## config.mk

```make
export PLATFORM = sky130hd
export DESIGN_NAME = monitoreo_sensor_lector_flat
export DESIGN_NICKNAME = d
export VERILOG_FILES = /design/src/rtl/monitoreo_pkg.sv /design/src/rtl/monitoreo_sensor_lector_if.sv /design/src/rtl/monitoreo_sclk_div.sv /design/src/rtl/monitoreo_sensor_lector.sv /design/src/flat_wrapper.sv
export SDC_FILE = /design/constraint.sdc
export NUM_CORES = 1
export LEC_CHECK = 0
export CAP_MARGIN = 5
export CORE_UTILIZATION = 50
export CTS_CLUSTER_SIZE = 24
export DETAILED_ROUTE_END_ITERATION = 12
export PLACE_DENSITY = 0.7
export RECOVER_POWER = 50
export REMOVE_ABC_BUFFERS = 1
export SLEW_MARGIN = 40
export SYNTH_ARGS = -nofsm -noshare
export SYNTH_HDL_FRONTEND = slang
export SYNTH_HIERARCHICAL = 1
export SYNTH_SLANG_ARGS = --single-unit
```

## constraint.sdc

```tcl
create_clock -name clk -period 2.6 [get_ports clk]
set_input_delay 0.39 -clock clk [delete_from_list [all_inputs] [get_ports clk]]
set_output_delay 0.39 -clock clk [all_outputs]
set_load 0.005 [all_outputs]
```

## src/rtl/monitoreo_pkg.sv

```systemverilog
// rtl/monitoreo_pkg.sv - shared FSM type, sensor frame layout and frame check
package monitoreo_pkg;

  typedef enum logic [2:0] {
    REPOSO,
    ESPERA,
    SELECCION,
    TRANSFERENCIA,
    FIN
  } estado_lector_t;

  localparam int TRAMA_W     = 16;
  localparam int BIT_MARCA   = 15;
  localparam int TEMP_MSB    = 14;
  localparam int TEMP_LSB    = 5;
  localparam int RES_MSB     = 4;
  localparam int RES_LSB     = 1;
  localparam int BIT_PARIDAD = 0;
  localparam int TEMP_BITS   = TEMP_MSB - TEMP_LSB + 1;

  // All-ones temperature is what a disconnected sensor reads back as.
  localparam logic [TEMP_BITS-1:0] TEMP_DESCONECTADO = '1;

  function automatic logic trama_valida(input logic [TRAMA_W-1:0] t);
    logic paridad_ok;
    paridad_ok = ((^t[TRAMA_W-1:1]) ^ t[BIT_PARIDAD]) == 1'b0;
    return (t[BIT_MARCA] == 1'b0) && (t[RES_MSB:RES_LSB] == '0) && paridad_ok
           && (t[TEMP_MSB:TEMP_LSB] != TEMP_DESCONECTADO);
  endfunction

endpackage

```

## src/rtl/monitoreo_sensor_lector_if.sv

```systemverilog
// rtl/monitoreo_sensor_lector_if.sv - 3-wire SPI link between lector and sensor
interface monitoreo_sensor_lector_if;
  logic sensor_sclk;
  logic sensor_cs_n;
  logic sensor_miso;

  modport master (output sensor_sclk, output sensor_cs_n, input sensor_miso);
  modport slave  (input sensor_sclk, input sensor_cs_n, output sensor_miso);
endinterface

```

## src/rtl/monitoreo_sclk_div.sv

```systemverilog
// rtl/monitoreo_sclk_div.sv - sclk register with rise/fall strobes every CLK_DIV cycles
module monitoreo_sclk_div #(
  parameter int CLK_DIV = 4
) (
  input  logic clk,
  input  logic arst_n,
  input  logic en,
  output logic sclk,
  output logic tick_subida,
  output logic tick_bajada
);
  localparam int DIV_W = (CLK_DIV > 1) ? $clog2(CLK_DIV) : 1;
  localparam logic [DIV_W-1:0] DIV_MAX = DIV_W'(CLK_DIV - 1);

  logic [DIV_W-1:0] cnt;
  logic             fin_medio;

  // Strobes mark the clk edge on which sclk will toggle.
  assign fin_medio   = en && (cnt == DIV_MAX);
  assign tick_subida = fin_medio && !sclk;
  assign tick_bajada = fin_medio && sclk;

  always_ff @(posedge clk) begin
    if (!arst_n || !en) begin
      cnt  <= '0;
      sclk <= 1'b0;
    end else if (cnt == DIV_MAX) begin
      cnt  <= '0;
      sclk <= !sclk;
    end else begin
      cnt <= cnt + DIV_W'(1);
    end
  end
endmodule

```

## src/rtl/monitoreo_sensor_lector.sv

```systemverilog
// rtl/monitoreo_sensor_lector.sv - periodic SPI temperature reader feeding the monitor
module monitoreo_sensor_lector
  import monitoreo_pkg::*;
#(
  parameter int TEMP_W        = 10,
  parameter int CLK_DIV       = 4,
  parameter int FRAME_BITS    = 16,
  parameter int SAMPLE_PERIOD = 1000,
  parameter int TEMP_DEFAULT  = 220
) (
  input  logic                       clk,
  input  logic                       arst_n,
  input  logic                       habilitar,
  monitoreo_sensor_lector_if.master  spi,
  output logic [TEMP_W-1:0]          temp_salida,
  output logic                       temp_valida,
  output logic                       error_sensor,
  output logic [15:0]                contador_muestras
);
  localparam int PER_W = $clog2(SAMPLE_PERIOD);
  localparam logic [PER_W-1:0] PER_MAX  = PER_W'(SAMPLE_PERIOD - 1);
  localparam logic [PER_W-1:0] SEL_MAX  = PER_W'(CLK_DIV - 1);
  localparam int BIT_W = $clog2(FRAME_BITS + 1);
  localparam logic [BIT_W-1:0] BITS_MAX = BIT_W'(FRAME_BITS);

  generate
    if (CLK_DIV < 1 || SAMPLE_PERIOD < 2 * CLK_DIV * (FRAME_BITS + 1) + 4) begin : g_chk
      $error("monitoreo_sensor_lector: SAMPLE_PERIOD too short for one frame");
    end
  endgenerate

  estado_lector_t          estado, estado_sig;
  logic [PER_W-1:0]        cnt_periodo;
  logic [BIT_W-1:0]        cnt_bits;
  logic [FRAME_BITS-1:0]   trama;
  logic                    cs_n;
  logic                    sclk;
  logic                    tick_subida;
  logic                    tick_bajada;
  logic                    reinicia_periodo;

  assign spi.sensor_cs_n = cs_n;
  assign spi.sensor_sclk = sclk;

  monitoreo_sclk_div #(.CLK_DIV(CLK_DIV)) u_sclk_div (
    .clk         (clk),
    .arst_n      (arst_n),
    .en          (estado == TRANSFERENCIA),
    .sclk        (sclk),
    .tick_subida (tick_subida),
    .tick_bajada (tick_bajada)
  );

  always_ff @(posedge clk) begin
    if (!arst_n) estado <= REPOSO;
    else         estado <= estado_sig;
  end

  always_comb begin
    estado_sig       = estado;
    reinicia_periodo = 1'b0;
    case (estado)
      REPOSO:
        if (habilitar) begin
          estado_sig       = SELECCION;
          reinicia_periodo = 1'b1;
        end
      ESPERA:
        if (cnt_periodo == PER_MAX) begin
          if (habilitar) begin
            estado_sig       = SELECCION;
            reinicia_periodo = 1'b1;
          end else begin
            estado_sig = REPOSO;
          end
        end
      SELECCION:
        if (cnt_periodo == SEL_MAX) estado_sig = TRANSFERENCIA;
      TRANSFERENCIA:
        if (tick_bajada && cnt_bits == BITS_MAX) estado_sig = FIN;
      FIN:
        estado_sig = habilitar ? ESPERA : REPOSO;
      default:
        estado_sig = REPOSO;
    endcase
  end

  // cs_n is registered from the next state so it moves on the same edge as the FSM.
  always_ff @(posedge clk) begin
    if (!arst_n) begin
      cs_n              <= 1'b1;
      cnt_periodo       <= '0;
      cnt_bits          <= '0;
      trama             <= '0;
      temp_salida       <= TEMP_W'(TEMP_DEFAULT);
      temp_valida       <= 1'b0;
      error_sensor      <= 1'b0;
      contador_muestras <= '0;
    end else begin
      cs_n        <= !(estado_sig inside {SELECCION, TRANSFERENCIA});
      temp_valida <= 1'b0;

      if (reinicia_periodo)      cnt_periodo <= '0;
      else if (estado != REPOSO) cnt_periodo <= cnt_periodo + PER_W'(1);

      if (estado == SELECCION) begin
        cnt_bits <= '0;
      end else if (tick_subida) begin
        cnt_bits <= cnt_bits + BIT_W'(1);
        trama    <= {trama[FRAME_BITS-2:0], spi.sensor_miso};
      end

      if (estado == FIN) begin
        if (trama_valida(trama[TRAMA_W-1:0])) begin
          temp_salida       <= TEMP_W'(trama[TEMP_MSB:TEMP_LSB]);
          temp_valida       <= 1'b1;
          error_sensor      <= 1'b0;
          contador_muestras <= contador_muestras + 16'd1;
        end else begin
          error_sensor <= 1'b1;
        end
      end
    end
  end
endmodule

```

## src/flat_wrapper.sv

```systemverilog
// flat-port wrapper written by rule: the top's interface ports become plain ports
module monitoreo_sensor_lector_flat import monitoreo_pkg::*;
#(
  parameter int TEMP_W        = 10,
  parameter int CLK_DIV       = 4,
  parameter int FRAME_BITS    = 16,
  parameter int SAMPLE_PERIOD = 1000,
  parameter int TEMP_DEFAULT  = 220
)
  (clk, arst_n, habilitar, temp_salida, temp_valida, error_sensor, contador_muestras, spi_sensor_sclk, spi_sensor_cs_n, spi_sensor_miso);
  monitoreo_sensor_lector_if spi_i ();
  input  logic clk;
  input  logic arst_n;
  input  logic habilitar;
  output logic [TEMP_W-1:0] temp_salida;
  output logic temp_valida;
  output logic error_sensor;
  output logic [15:0] contador_muestras;
  output wire logic [$bits(spi_i.sensor_sclk)-1:0] spi_sensor_sclk;
  output wire logic [$bits(spi_i.sensor_cs_n)-1:0] spi_sensor_cs_n;
  input wire logic [$bits(spi_i.sensor_miso)-1:0] spi_sensor_miso;
  assign spi_sensor_sclk = spi_i.sensor_sclk;
  assign spi_sensor_cs_n = spi_i.sensor_cs_n;
  assign spi_i.sensor_miso = spi_sensor_miso;
  monitoreo_sensor_lector #(.TEMP_W(TEMP_W), .CLK_DIV(CLK_DIV), .FRAME_BITS(FRAME_BITS), .SAMPLE_PERIOD(SAMPLE_PERIOD), .TEMP_DEFAULT(TEMP_DEFAULT)) u_core (.clk(clk), .arst_n(arst_n), .habilitar(habilitar), .spi(spi_i), .temp_salida(temp_salida), .temp_valida(temp_valida), .error_sensor(error_sensor), .contador_muestras(contador_muestras));
endmodule
```

# Yosys cells after proc, flatten, opt, wreduce, memory -nomap -nowiden
# Index checks and enable logic that the tools add are counted.
# W data, S select, Z words.
word_totals:
  reg_bits: 66
  in_bits: 4
  out_inout_bits: 30
  elab_cells: 66
op_classes:
  n_addsub: 4
  n_eq_ne: 11
  mux: 12
  bitwise_logic: 5
  n_reduce_logical: 23
op_table:
  columns: ["cell", "n"]
  rows:
  - ["$add A16 B1 Y16 const B", 1]
  - ["$pmux W3 S5", 1]
  - ["$reduce_xor A15 Y1", 1]
  - ["$eq A3 B2 Y1 const B", 4]
  - ["$mux W3", 4]
  - ["$add A10 B1 Y10 const B", 1]
  - ["$eq A10 B10 Y1 const B", 1]
  - ["$eq A10 B2 Y1 const B", 1]
  - ["$ne A10 B10 Y1 const B", 1]
  - ["$logic_and A1 B1 Y1", 7]
  - ["$reduce_and A2 Y1", 3]
  - ["$reduce_or A2 Y1", 3]
  - ["$add A5 B1 Y5 const B", 1]
  - ["$eq A5 B5 Y1 const B", 1]
  - ["$mux W1", 5]
  - ["$logic_not A1 Y1", 4]
  - ["$logic_not A4 Y1", 1]
  - ["$not A1 Y1", 4]
  - ["$eq A3 B1 Y1 const B", 1]
  - ["$eq A3 B3 Y1 const B", 1]
  - ["$logic_not A3 Y1", 1]
  - ["$reduce_bool A3 Y1", 1]
  - ["$add A2 B1 Y2 const B", 1]
  - ["$eq A2 B2 Y1 const B", 1]
  - ["5 further kinds", 5]

# Longest topological paths before layout
# Gate-level depths: netlist (run 1).
depth:
  depth_word: 9
  depth_mapped: 10
  depth_no_buf: 8

# Modules after synthesis
# Netlist (run 1), hierarchy kept.
modules_own_cells:
  columns: ["module", "n_inst", "cells_each", "area_each_um2", "seq_area_each_um2"]
  rows:
  - ["monitoreo_sensor_lector", 1, 332, 2837.7, 1261.2]
  - ["monitoreo_sclk_div", 1, 12, 116.4, 60.1]

# Worst setup path before layout (run 1)
# OpenSTA, ideal clock, no wires.
synth_path:
  kind: "reg-to-reg"
  startpoint: "register u_core.trama[11]"
  endpoint: "register u_core.temp_salida[2]"
  setup_ns: 0.130
  arrival_time_ns: 2.162
  required_time_ns: 2.470
  path_slack_ns: 0.308
  stages_incl_launch_ff: 9
  path_buffers: 2
  period_less_slack_ns: 2.292
  cell_sequence: "dfxtp_1 > ha_1 > xor2_1 > xnor3_1 > mux2i_1 > buf_2 > buf_2 > mux2i_1 > nand2_1"
synth_between:
  elab_chain_len: 6
  elab_cells_between_ends: 7
synth_lines:
  columns: ["item", "line", "source"]
  rows:
  - ["from (decl)", "monitoreo_sensor_lector.sv:35", "logic [FRAME_BITS-1:0] trama;"]
  - ["from (signal assigned)", "monitoreo_sensor_lector.sv:110", "trama <= {trama[FRAME_BITS-2:0], spi.sensor_miso};"]
  - ["$reduce_xor A15 Y1", "monitoreo_pkg.sv:26", "paridad_ok = ((^t[TRAMA_W-1:1]) ^ t[BIT_PARIDAD]) == 1'b0;"]
  - ["$xor A1 B1 Y1", "monitoreo_pkg.sv:26", null]
  - ["$not A1 Y1", "monitoreo_pkg.sv:26", null]
  - ["$logic_and A1 B1 Y1", "monitoreo_pkg.sv:27", "return (t[BIT_MARCA] == 1'b0) && (t[RES_MSB:RES_LSB] == '0) && paridad_ok"]
  - ["$logic_and A1 B1 Y1 (*)", "monitoreo_pkg.sv:28", "&& (t[TEMP_MSB:TEMP_LSB] != TEMP_DESCONECTADO);"]
  - ["$reduce_and A2 Y1 (no line) (*)", null, null]
  - ["to (signal assigned)", "monitoreo_sensor_lector.sv:95", "temp_salida <= TEMP_W'(TEMP_DEFAULT);"]
  - ["to (signal assigned)", "monitoreo_sensor_lector.sv:115", "temp_salida <= TEMP_W'(trama[TEMP_MSB:TEMP_LSB]);"]
  - ["to (decl)", "monitoreo_sensor_lector.sv:15", "output logic [TEMP_W-1:0] temp_salida,"]
# Mark *: on every way between the ends. The rest lies on a longest branch, timed or not.
# A chain may end at the register's enable or synchronous reset.

# Worst setup path after layout (run 1)
layout_path:
  startpoint: "register u_core.trama[9]"
  endpoint: "register u_core.temp_salida[4]"
layout_between:
  elab_chain_len: 6
  elab_cells_between_ends: 7
layout_lines:
  columns: ["item", "line"]
  rows:
  - ["$reduce_xor A15 Y1", "monitoreo_pkg.sv:26"]
  - ["$xor A1 B1 Y1", "monitoreo_pkg.sv:26"]
  - ["$not A1 Y1", "monitoreo_pkg.sv:26"]
  - ["$logic_and A1 B1 Y1", "monitoreo_pkg.sv:27"]
  - ["$logic_and A1 B1 Y1", "monitoreo_pkg.sv:28"]
  - ["$reduce_and A2 Y1 (no line)", null]
# Parallel ways exist; a longest one is shown, timed or not.

==> results by group, run 1 <==
Setup path
  • Critical path required time: 2.81 ns
  • Cell Chain, Critical Path: ha_1 -> xor2_1 -> xnor3_1 -> mux2i_4 -> buf_4 -> mux2i_1 -> nand2_1
  • R2R setup slack: 0.16 ns
  • Largest fanout on the critical path: 16
  • Worst path slowest cell: mux2i_4
  • CP Capture Type: flop
  • Worst path max stage delay: 0.50 ns
  • Worst r2r src: u_core/trama[9]
  • Startpoint Class: flop
  • Worst Path Arrival: 2.66 ns
  • Crit Path Category: reg -> reg
  • Critical Path Source: u_core/trama[9]

Yosys
  • Syn Area/Cell: 8.59 sq um
  • Ys async rst share: 0%
  • Synthesized netlist cell count: 344
  • Prevailing post-synth register cell: dfxtp_1
  • Register area share after synthesis: 44.7%
  • Post-synth EDFFs: 0
  • Post-Syn Area: 2950 sq um
  • Synth cell types: 42
  • YS warnings: 6
  • Synth Register Bits: 66

Drt
  • Via/cell ratio: 5.44
  • Routed length per instance: 13.2 um
  • Total wire length: 6.12 mm
  • DRT antenna net count: 0
  • Initial drt markers: 133
  • Router iterations before antenna repair: 4
  • DRC: 0
  • Via count: 2519

Clocking
  • Clock Sinks: 66
  • Clk pin slew, worst setup/hold paths: 0.07 ns
  • Htree depth: 3
  • Post-CTS setup buffer count: 0
  • TritonCTS buffer count: 9
  • Worst skew pair latency: 0.33 ns
  • CTS tree: built
  • Root buf cell: clkbuf_8
  • Resize count post-CTS: 0
  • Clock Path Buffers: 2
  • Cts hold-fix bufs: 0

Global route
  • GRT met2 Usage: 34.7%
  • Global Route Usage Sum: 21.8%
  • Initial antenna violation count: 0
  • Total grt overflow: 0
  • Grt peak-use layer: met2
  • GRT met3 Usage: 4.37%
  • Largest net degree at the start of global routing: 22
  • Met1 Usage GRT: 28.6%
  • Global-route wire length before repair: 10.6 mm
  • Vias in the first global route: 2264

Finish
  • ANT cells: 0
  • Post-route insts no fill: 463
  • Fraction of layout cells with a size suffix above 1: 6.91%
  • Finished Cell Area: 3570 sq um
  • Area grow syn2layout: 20.9%
  • Nets@finish: 402

Timing
  • Slew of the pin with the lowest slew margin: 0.570 ns
  • Slew Viols, Final: 0
  • Unrepaired setup endpoints after global routing: no
  • # setup viols final: 0
  • Clk_skew: 0.00847 ns
  • Min cycle time layout: 2.44 ns
  • Worst slew margin: 61.6%
  • Maximum clock frequency: 409 MHz
  • Final period utilization: 93.9%
  • Setup tns final: 0 ns
  • Hold Fails Final Rpt: 0
  • Min Hold Slack: 0.442 ns

Pwr
  • Clk network pwr share: 40.6%
  • Max VDD drop: 0.393 mV
  • Power Density: 503 nW/um^2
  • Total power: 1.80 mW
  • Pleak: 1.37 nW
  • Seq pwr share: 56.6%
  • Sw Ratio: 22.1%
  • Cell-internal power: 1.40 mW
  • Gate power share: 2.8%
  • Sw power: 0.398 mW

Floorplanning
  • Core area: 5610 sq um
  • Row count: 27
  • Die area: 6220 sq um
  • # IOs: 34
  • Initial Utilization: 52.7%
  • Die H: 78.9 um
  • Die X: 78.9 um

Placement
  • Area after DPL: 3420 sq um
  • Placer congestion estimate: 0.806
  • Port-buffer cells: 33
  • Placed Cells: 447
  • Post-DP HPWL: 4.28 mm

Hold path
  • Hold Crit Start: u_core/u_sclk_div/cnt[0]
  • Hold Path Class: reg -> reg

Outcome
  • Status: finished clean

Flow run
  • Max cap viols: 0
[logic make-up after synthesis]
kind of cell / synth area share, %
buf+inv: 3.52
mux: 2.71
simple gates: 24.1
flops: 44.7
fa+ha+maj: 5.08
xor+xnor: 7.96
compound gates: 11.9
[state kept, by name (all words and copies together) (netlist names)]
name	cells
u_core/contador_muestras	16
u_core/trama	16
u_core/cnt_periodo	10
u_core/temp_salida	10
u_core/cnt_bits	5
u_core/estado	3
u_core/u_sclk_div/cnt	2
u_core/error_sensor	1
u_core/spi.sensor_cs_n	1
u_core/temp_valida	1
u_core/u_sclk_div/sclk	1
[cell usage in the layout (no fill, tap or decap), types with 2 or more instances in the layout]
| master | count |
|---|---|
| ha_1 | 12 |
| o21ai_0 | 17 |
| nand4_1 | 9 |
| nand2_1 | 58 |
| clkbuf_1 | 5 |
| buf_4 | 10 |
| mux2i_1 | 7 |
| nor2_1 | 29 |
| a21oi_1 | 32 |
| xor2_1 | 9 |
| dfxtp_1 | 66 |
| and4_1 | 2 |
| clkbuf_8 | 10 |
| o31ai_1 | 6 |
| and3_1 | 4 |
| clkdlybuf4s50_1 | 2 |
| xnor2_1 | 10 |
| nand3_1 | 16 |
| or3_1 | 10 |
| nor3_1 | 3 |
| a2111oi_0 | 2 |
| xnor3_1 | 2 |
| or4_1 | 7 |
| clkinv_2 | 3 |
| inv_1 | 9 |
| dlygate4sd3_1 | 31 |
[critical path: cells and delay by family, from the launching register on]
kind	cells	cell delay (ns)
mux	2	0.70
xor+xnor	2	0.62
flops	1	0.40
fa+ha+maj	1	0.27
buf+inv	1	0.26
simple gates	1	0.07
[synthesized netlist by cell type, types with 4 or more instances]
| master | number | area [sq um] |
|---|---|---|
| or3_1 | 10 | 62.6 |
| or4_1 | 7 | 52.6 |
| clkbuf_1 | 11 | 41.3 |
| nand4_1 | 9 | 56.3 |
| o31ai_1 | 6 | 45.0 |
| nand3_1 | 16 | 80.1 |
| inv_1 | 9 | 33.8 |
| ha_1 | 12 | 150 |
| o21ai_0 | 17 | 85.1 |
| nand2_1 | 58 | 218 |
| and3_1 | 4 | 25.0 |
| dfxtp_1 | 66 | 1320 |
| nor2_1 | 29 | 109 |
| xor2_1 | 9 | 78.8 |
| mux2i_1 | 8 | 80.1 |
| xnor2_1 | 10 | 87.6 |
| a21oi_1 | 32 | 160 |
[routing by layer]
layer  vias to the layer above  share of wire (%)
met5                         -                  0
met4                         0                1.0
met3                         6                3.8
met2                        51                 47
met1                      1177                 48
li1                       1285                  -
[power by group through the flow]
stage	clock network, mW	logic [mW]	registers (mW)
global placement	0	0.0519	1.04
global route	0.808	0.0561	1.02
floorplan	0	0.0235	1.04
detailed placement	0	0.0520	1.04
finish	0.729	0.0507	1.02
CTS	0.752	0.0524	1.02
[path summary, 6_finish.rpt]
path,to,cells past startpoint
max,u_core/temp_salida[4],7
min,u_core/u_sclk_div/cnt[0],1
max reg2reg,u_core/temp_salida[4],7
min reg2reg,u_core/u_sclk_div/cnt[0],1
[stage by stage]
| step | setup WS [ns] | utilization (%) |
|---|---|---|
| detailed placement | 0.183 | 61.0 |
| global route | 0.0226 | 63.7 |
| finish | 0.157 | 63.7 |
| global placement | 0.238 | 61.0 |
| floorplan | -0.694 | - |
| CTS | 0.157 | 63.9 |
[cell type report]
class                   count  area, sq um
clock buffers              13          149
clock inverters             3         15.0
fillers                   532         2040
inverters                  10         37.5
multi-input cells         253         1540
flip-flops and latches     66         1320
well taps                  72         90.1
repair buffers             46          418
Note: power is estimated with default switching activity, not from simulation.
==> inputs of run 2 (changes only) <==
CTS_CLUSTER_DIAMETER = 150   (was unset)
REMOVE_ABC_BUFFERS = unset   (was 1)
==> results by group, run 2 (synthesis gave the netlist of run 1 again) <==
Outcome
  • Status: finished clean

Pwr
  • Gate power share: 2.5%
  • Cell-internal power: 1.57 mW
  • Max VDD drop: 0.352 mV
  • Power Density: 547 nW/um^2
  • Total power: 1.99 mW
  • Sw power: 0.419 mW
  • Clk network pwr share: 46.3%
  • Seq pwr share: 51.1%
  • Sw Ratio: 21.1%
  • Pleak: 1.39 nW

Clocking
  • Clock Sinks: 66
  • Cts hold-fix bufs: 0
  • Clk pin slew, worst setup/hold paths: 0.07 ns
  • Clock Path Buffers: 2
  • TritonCTS buffer count: 9
  • Root buf cell: clkbuf_8
  • Worst skew pair latency: 0.34 ns
  • CTS tree: built
  • Htree depth: 3

Setup path
  • R2R cell count: 8
  • CP Capture Type: flop
  • Worst path max stage delay: 0.49 ns
  • Worst path slowest cell: or4_1
  • Cell Chain, Critical Path: inv_1 -> ha_1 -> xnor2_1 -> xnor3_1 -> mux2i_4 -> buf_12 -> or4_1 -> a21oi_1
  • Crit Path Category: reg -> reg
  • Largest fanout on the critical path: 10
  • Worst r2r src: u_core/trama[3]
  • Worst Path Arrival: 2.71 ns
  • Startpoint Class: flop
  • Worst reg2reg path endpoint: u_core/contador_muestras[5]
  • Critical path required time: 2.87 ns
  • R2R setup slack: 0.16 ns

Finish
  • Area grow syn2layout: 23.2%
  • Biggest regs: u_core/contador_muestras x16, u_core/trama x16
  • Most common cell after layout, fill and taps aside: dfxtp_1
  • Nets@finish: 402
  • Fraction of layout cells with a size suffix above 1: 7.42%
  • Most frequent cells in the layout: dfxtp_1 (66), nand2_1 (58), a21oi_1 (32)
  • ANT cells: 0

Placement
  • Placer congestion estimate: 0.786
  • Port-buffer cells: 33
  • Post-DP HPWL: 4.21 mm
  • Dpl ws: 0.120 ns

Yosys
  • Syn_nets: 360

Global route
  • Global Route Usage Sum: 21.9%
  • Largest net degree at the start of global routing: 33
  • Vias in the first global route: 2293
  • Global-route wire length before repair: 10.4 mm
  • Total grt overflow: 0
  • Initial antenna violation count: 0

Hold path
  • Hold Crit Start: u_core/u_sclk_div/cnt[0]
  • Hold Path Class: reg -> reg
  • Hold Path End: u_core/u_sclk_div/cnt[0]
  • Hold depth: 1

Drt
  • DRT antenna net count: 0
  • Initial drt markers: 108
  • Router iterations before antenna repair: 4
  • Routed length per instance: 13.2 um
  • Total wire length: 6.11 mm
  • Via/cell ratio: 5.46
  • DRC: 0
  • Via count: 2528

Timing
  • Final period utilization: 93.7%
  • Maximum clock frequency: 410 MHz
  • Worst slew margin: 62.2%
  • Clk_skew: 0.00763 ns
  • # setup viols final: 0
  • Setup tns final: 0 ns
  • Hold Fails Final Rpt: 0
  • Min cycle time layout: 2.44 ns
  • Slew of the pin with the lowest slew margin: 0.567 ns
  • Slew Viols, Final: 0
  • Unrepaired setup endpoints after global routing: no
  • Fin worst setup slack: 0.163 ns

Floorplanning
  • Die X: 78.9 um
  • Die H: 78.9 um
  • Die area: 6220 sq um
  • Core area: 5610 sq um
  • Initial Utilization: 52.7%
  • # IOs: 34
  • Row count: 27

Flow run
  • Max cap viols: 0
run 2: what timing repair did:
action	CTS	global route
resized for setup	0	2
setup endpoints to repair	0	11
setup buffers	0	2
run 2: final cells by class:
type	instances	area (sq um)
well taps	72	90.1
clock inverters	5	78.8
multi-input cells	253	1550
flip-flops and latches	66	1320
fillers	489	1970
clock buffers	11	131
inverters	10	37.5
repair buffers	46	433
run 2: per-stage QoR:
step | instances | util, % | cell area (sq um) | hold slack, ns
after global routing | 463 | 64.9 | 3640 | 0.460
final | 463 | 64.9 | 3640 | 0.433
after detailed placement | 445 | 60.7 | 3400 | 0.433
after CTS | 461 | 64.4 | 3610 | 0.444
after global placement | 445 | 60.7 | 3400 | 0.419
after floorplan | 344 | - | 2950 | 0.404
run 2: power by group through the flow:
stage	combinational, mW	clock (mW)	sequential [mW]
floorplan	0.0340	0	1.04
global placement	0.0509	0	1.04
detailed placement	0.0508	0	1.04
CTS	0.0511	0.940	1.02
global route	0.0560	1.00	1.02
finish	0.0505	0.922	1.02
run 2: critical path: cells and delay by family, from the launching register on:
kind	cells	cell delay [ns]
simple gates	1	0.49
mux	1	0.24
flops	1	0.36
xor+xnor	2	0.62
buf+inv	2	0.20
compound gates	1	0.15
fa+ha+maj	1	0.30
run 2: worst max-delay path by stage:
stage / from / to / slack [ns] / cells after the start
4_1_cts: u_core/trama[13] / u_core/contador_muestras[4] / 0.05 / 8
5_1_grt: u_core/trama[3] / u_core/contador_muestras[5] / 0.04 / 8
3_3_place_gp: u_core/trama[11] / u_core/temp_salida[3] / 0.24 / 7
3_5_place_dp: u_core/trama[14] / u_core/contador_muestras[13] / 0.12 / 8
6_report: u_core/trama[3] / u_core/contador_muestras[5] / 0.16 / 8
2_1_floorplan: u_core/trama[11] / u_core/temp_salida[2] / 0.31 / 8
run 2: metal layers:
metal / vias up / global-route usage (%) / wire length [um]
met5: - / 0 / 0
met4: 0 / 11.1 / 135
met3: 14 / 6.44 / 255
met2: 53 / 34.3 / 2880
met1: 1179 / 27.3 / 2830
li1: 1282 / - / -
==> inputs of run 3 (changes only) <==
CTS_BUF_LIST = sky130_fd_sc_hd__clkbuf_4   (was unset)
==> results by group, run 3 (synthesis gave the netlist of run 1 again) <==
Finish
  • Area grow syn2layout: 21.6%
  • Fraction of layout cells with a size suffix above 1: 7.93%
  • Nets@finish: 402
  • Most frequent cells in the layout: dfxtp_1 (66), nand2_1 (58), a21oi_1 (32)
  • ANT cells: 0
  • Biggest regs: u_core/contador_muestras x16, u_core/trama x16
  • Most common cell after layout, fill and taps aside: dfxtp_1
  • Post-route insts no fill: 463

Drt
  • Initial drt markers: 156
  • DRT antenna net count: 0
  • DRC: 0
  • Router iterations before antenna repair: 4
  • Via/cell ratio: 5.42
  • Total wire length: 6.08 mm
  • Routed length per instance: 13.1 um
  • Via count: 2508

Setup path
  • Crit Path Category: reg -> reg
  • Largest fanout on the critical path: 7
  • Worst path max stage delay: 0.49 ns
  • R2R cell count: 8
  • Critical path required time: 2.93 ns
  • R2R setup slack: 0.17 ns
  • Cell Chain, Critical Path: inv_1 -> ha_1 -> xnor2_1 -> xnor3_1 -> mux2i_4 -> buf_12 -> or4_1 -> a21oi_1
  • CP Capture Type: flop
  • Worst reg2reg path endpoint: u_core/contador_muestras[8]
  • Worst r2r src: u_core/trama[3]
  • Worst Path Arrival: 2.76 ns
  • Startpoint Class: flop
  • Worst path slowest cell: or4_1
  • Crit path buf inv count: 2
  • Crit-path leading delay family: XOR/XNOR gates

Timing
  • Setup tns final: 0 ns
  • Slew Viols, Final: 0
  • Final period utilization: 93.4%
  • Worst slew margin: 61.3%
  • Maximum clock frequency: 412 MHz
  • Clk_skew: 0.00953 ns
  • Slew of the pin with the lowest slew margin: 0.581 ns
  • # setup viols final: 0
  • Unrepaired setup endpoints after global routing: no
  • Min cycle time layout: 2.43 ns
  • Hold Fails Final Rpt: 0

Floorplanning
  • Die area: 6220 sq um
  • # IOs: 34
  • Die X: 78.9 um
  • Row count: 27
  • Initial Utilization: 52.7%
  • Core area: 5610 sq um
  • Die H: 78.9 um

Global route
  • Initial antenna violation count: 0
  • Vias in the first global route: 2313
  • Global Route Usage Sum: 21.4%
  • Largest net degree at the start of global routing: 33
  • Global-route wire length before repair: 10.3 mm
  • Total grt overflow: 0

Hold path
  • Hold Crit Start: u_core/u_sclk_div/cnt[0]
  • Hold Path End: u_core/u_sclk_div/cnt[0]
  • Hold Path Class: reg -> reg
  • Hold depth: 1

Clocking
  • Cts hold-fix bufs: 0
  • Htree depth: 3
  • CTS tree: built
  • Worst skew pair latency: 0.39 ns
  • Clock Sinks: 66
  • Clk pin slew, worst setup/hold paths: 0.10 ns
  • Clock Path Buffers: 2
  • TritonCTS buffer count: 9
  • Root buf cell: clkbuf_4

Pwr
  • Pleak: 1.38 nW
  • Max VDD drop: 0.313 mV
  • Power Density: 511 nW/um^2

Placement
  • Post-DP HPWL: 4.21 mm
  • Placer congestion estimate: 0.786
  • Port-buffer cells: 33
  • Placed Cells: 445

Yosys
  • Syn_nets: 360

Flow run
  • Max cap viols: 0

Outcome
  • Status: finished clean
run 3: worst reg2reg max path, stage by stage (launching register included):
cell and delay, ns:
dfxtp_1 0.36, inv_1 0.05, ha_1 0.30, xnor2_1 0.20, xnor3_1 0.42, mux2i_4 0.26
buf_12 0.15, or4_1 0.49, a21oi_1 0.14
run 3: worst max path at each step:
stage / startpoint / to / slack (ns) / cells past startpoint
after floorplan: u_core/trama[11] / u_core/temp_salida[2] / 0.31 / 8
after global placement: u_core/trama[11] / u_core/temp_salida[3] / 0.24 / 7
after detailed placement: u_core/trama[14] / u_core/contador_muestras[13] / 0.12 / 8
after CTS: u_core/trama[14] / u_core/contador_muestras[4] / 0.06 / 8
after global routing: u_core/trama[3] / u_core/contador_muestras[8] / 0.02 / 8
final: u_core/trama[3] / u_core/contador_muestras[8] / 0.17 / 8
run 3: final cells by class:
class	count	area, sq um
inverter	10	37.5
sequential	66	1320
fill	495	2020
tap	72	90.1
clock inverter	5	78.8
multi-input combinational	253	1550
clock buffer	11	82.6
timing repair buffer	46	433
run 3: power by group:
part           internal, mW  switching [mW]
sequential             1.01         0.00266
clock                 0.411           0.356
combinational        0.0170          0.0332
run 3: layer usage:
layer,share of wire [%],vias to the layer above,global-route usage [%]
li1,-,1285,-
met1,48,1156,26.8
met2,47,59,34.6
met3,3.7,8,4.37
met4,1.3,0,11.3
met5,0,-,0
run 3: through the flow:
| stage | worst slack (ns) | hold WS [ns] | utilization [%] | instance area [sq um] | total power, mW |
|---|---|---|---|---|---|
| 5_1_grt | 0.0211 | 0.467 | 64.0 | 3590 | 1.92 |
| 3_3_place_gp | 0.239 | 0.419 | 60.7 | 3400 | 1.09 |
| 3_5_place_dp | 0.120 | 0.433 | 60.7 | 3400 | 1.09 |
| 4_1_cts | 0.0637 | 0.450 | 63.6 | 3560 | 1.85 |
| 2_1_floorplan | 0.308 | 0.404 | - | 2950 | 1.07 |
| 6_report | 0.171 | 0.438 | 64.0 | 3590 | 1.83 |
run 3: timing repair:
action | in CTS | in global routing
setup endpoints to repair | 0 | 11
gates resized for setup | 0 | 2
buffers inserted | 0 | 2
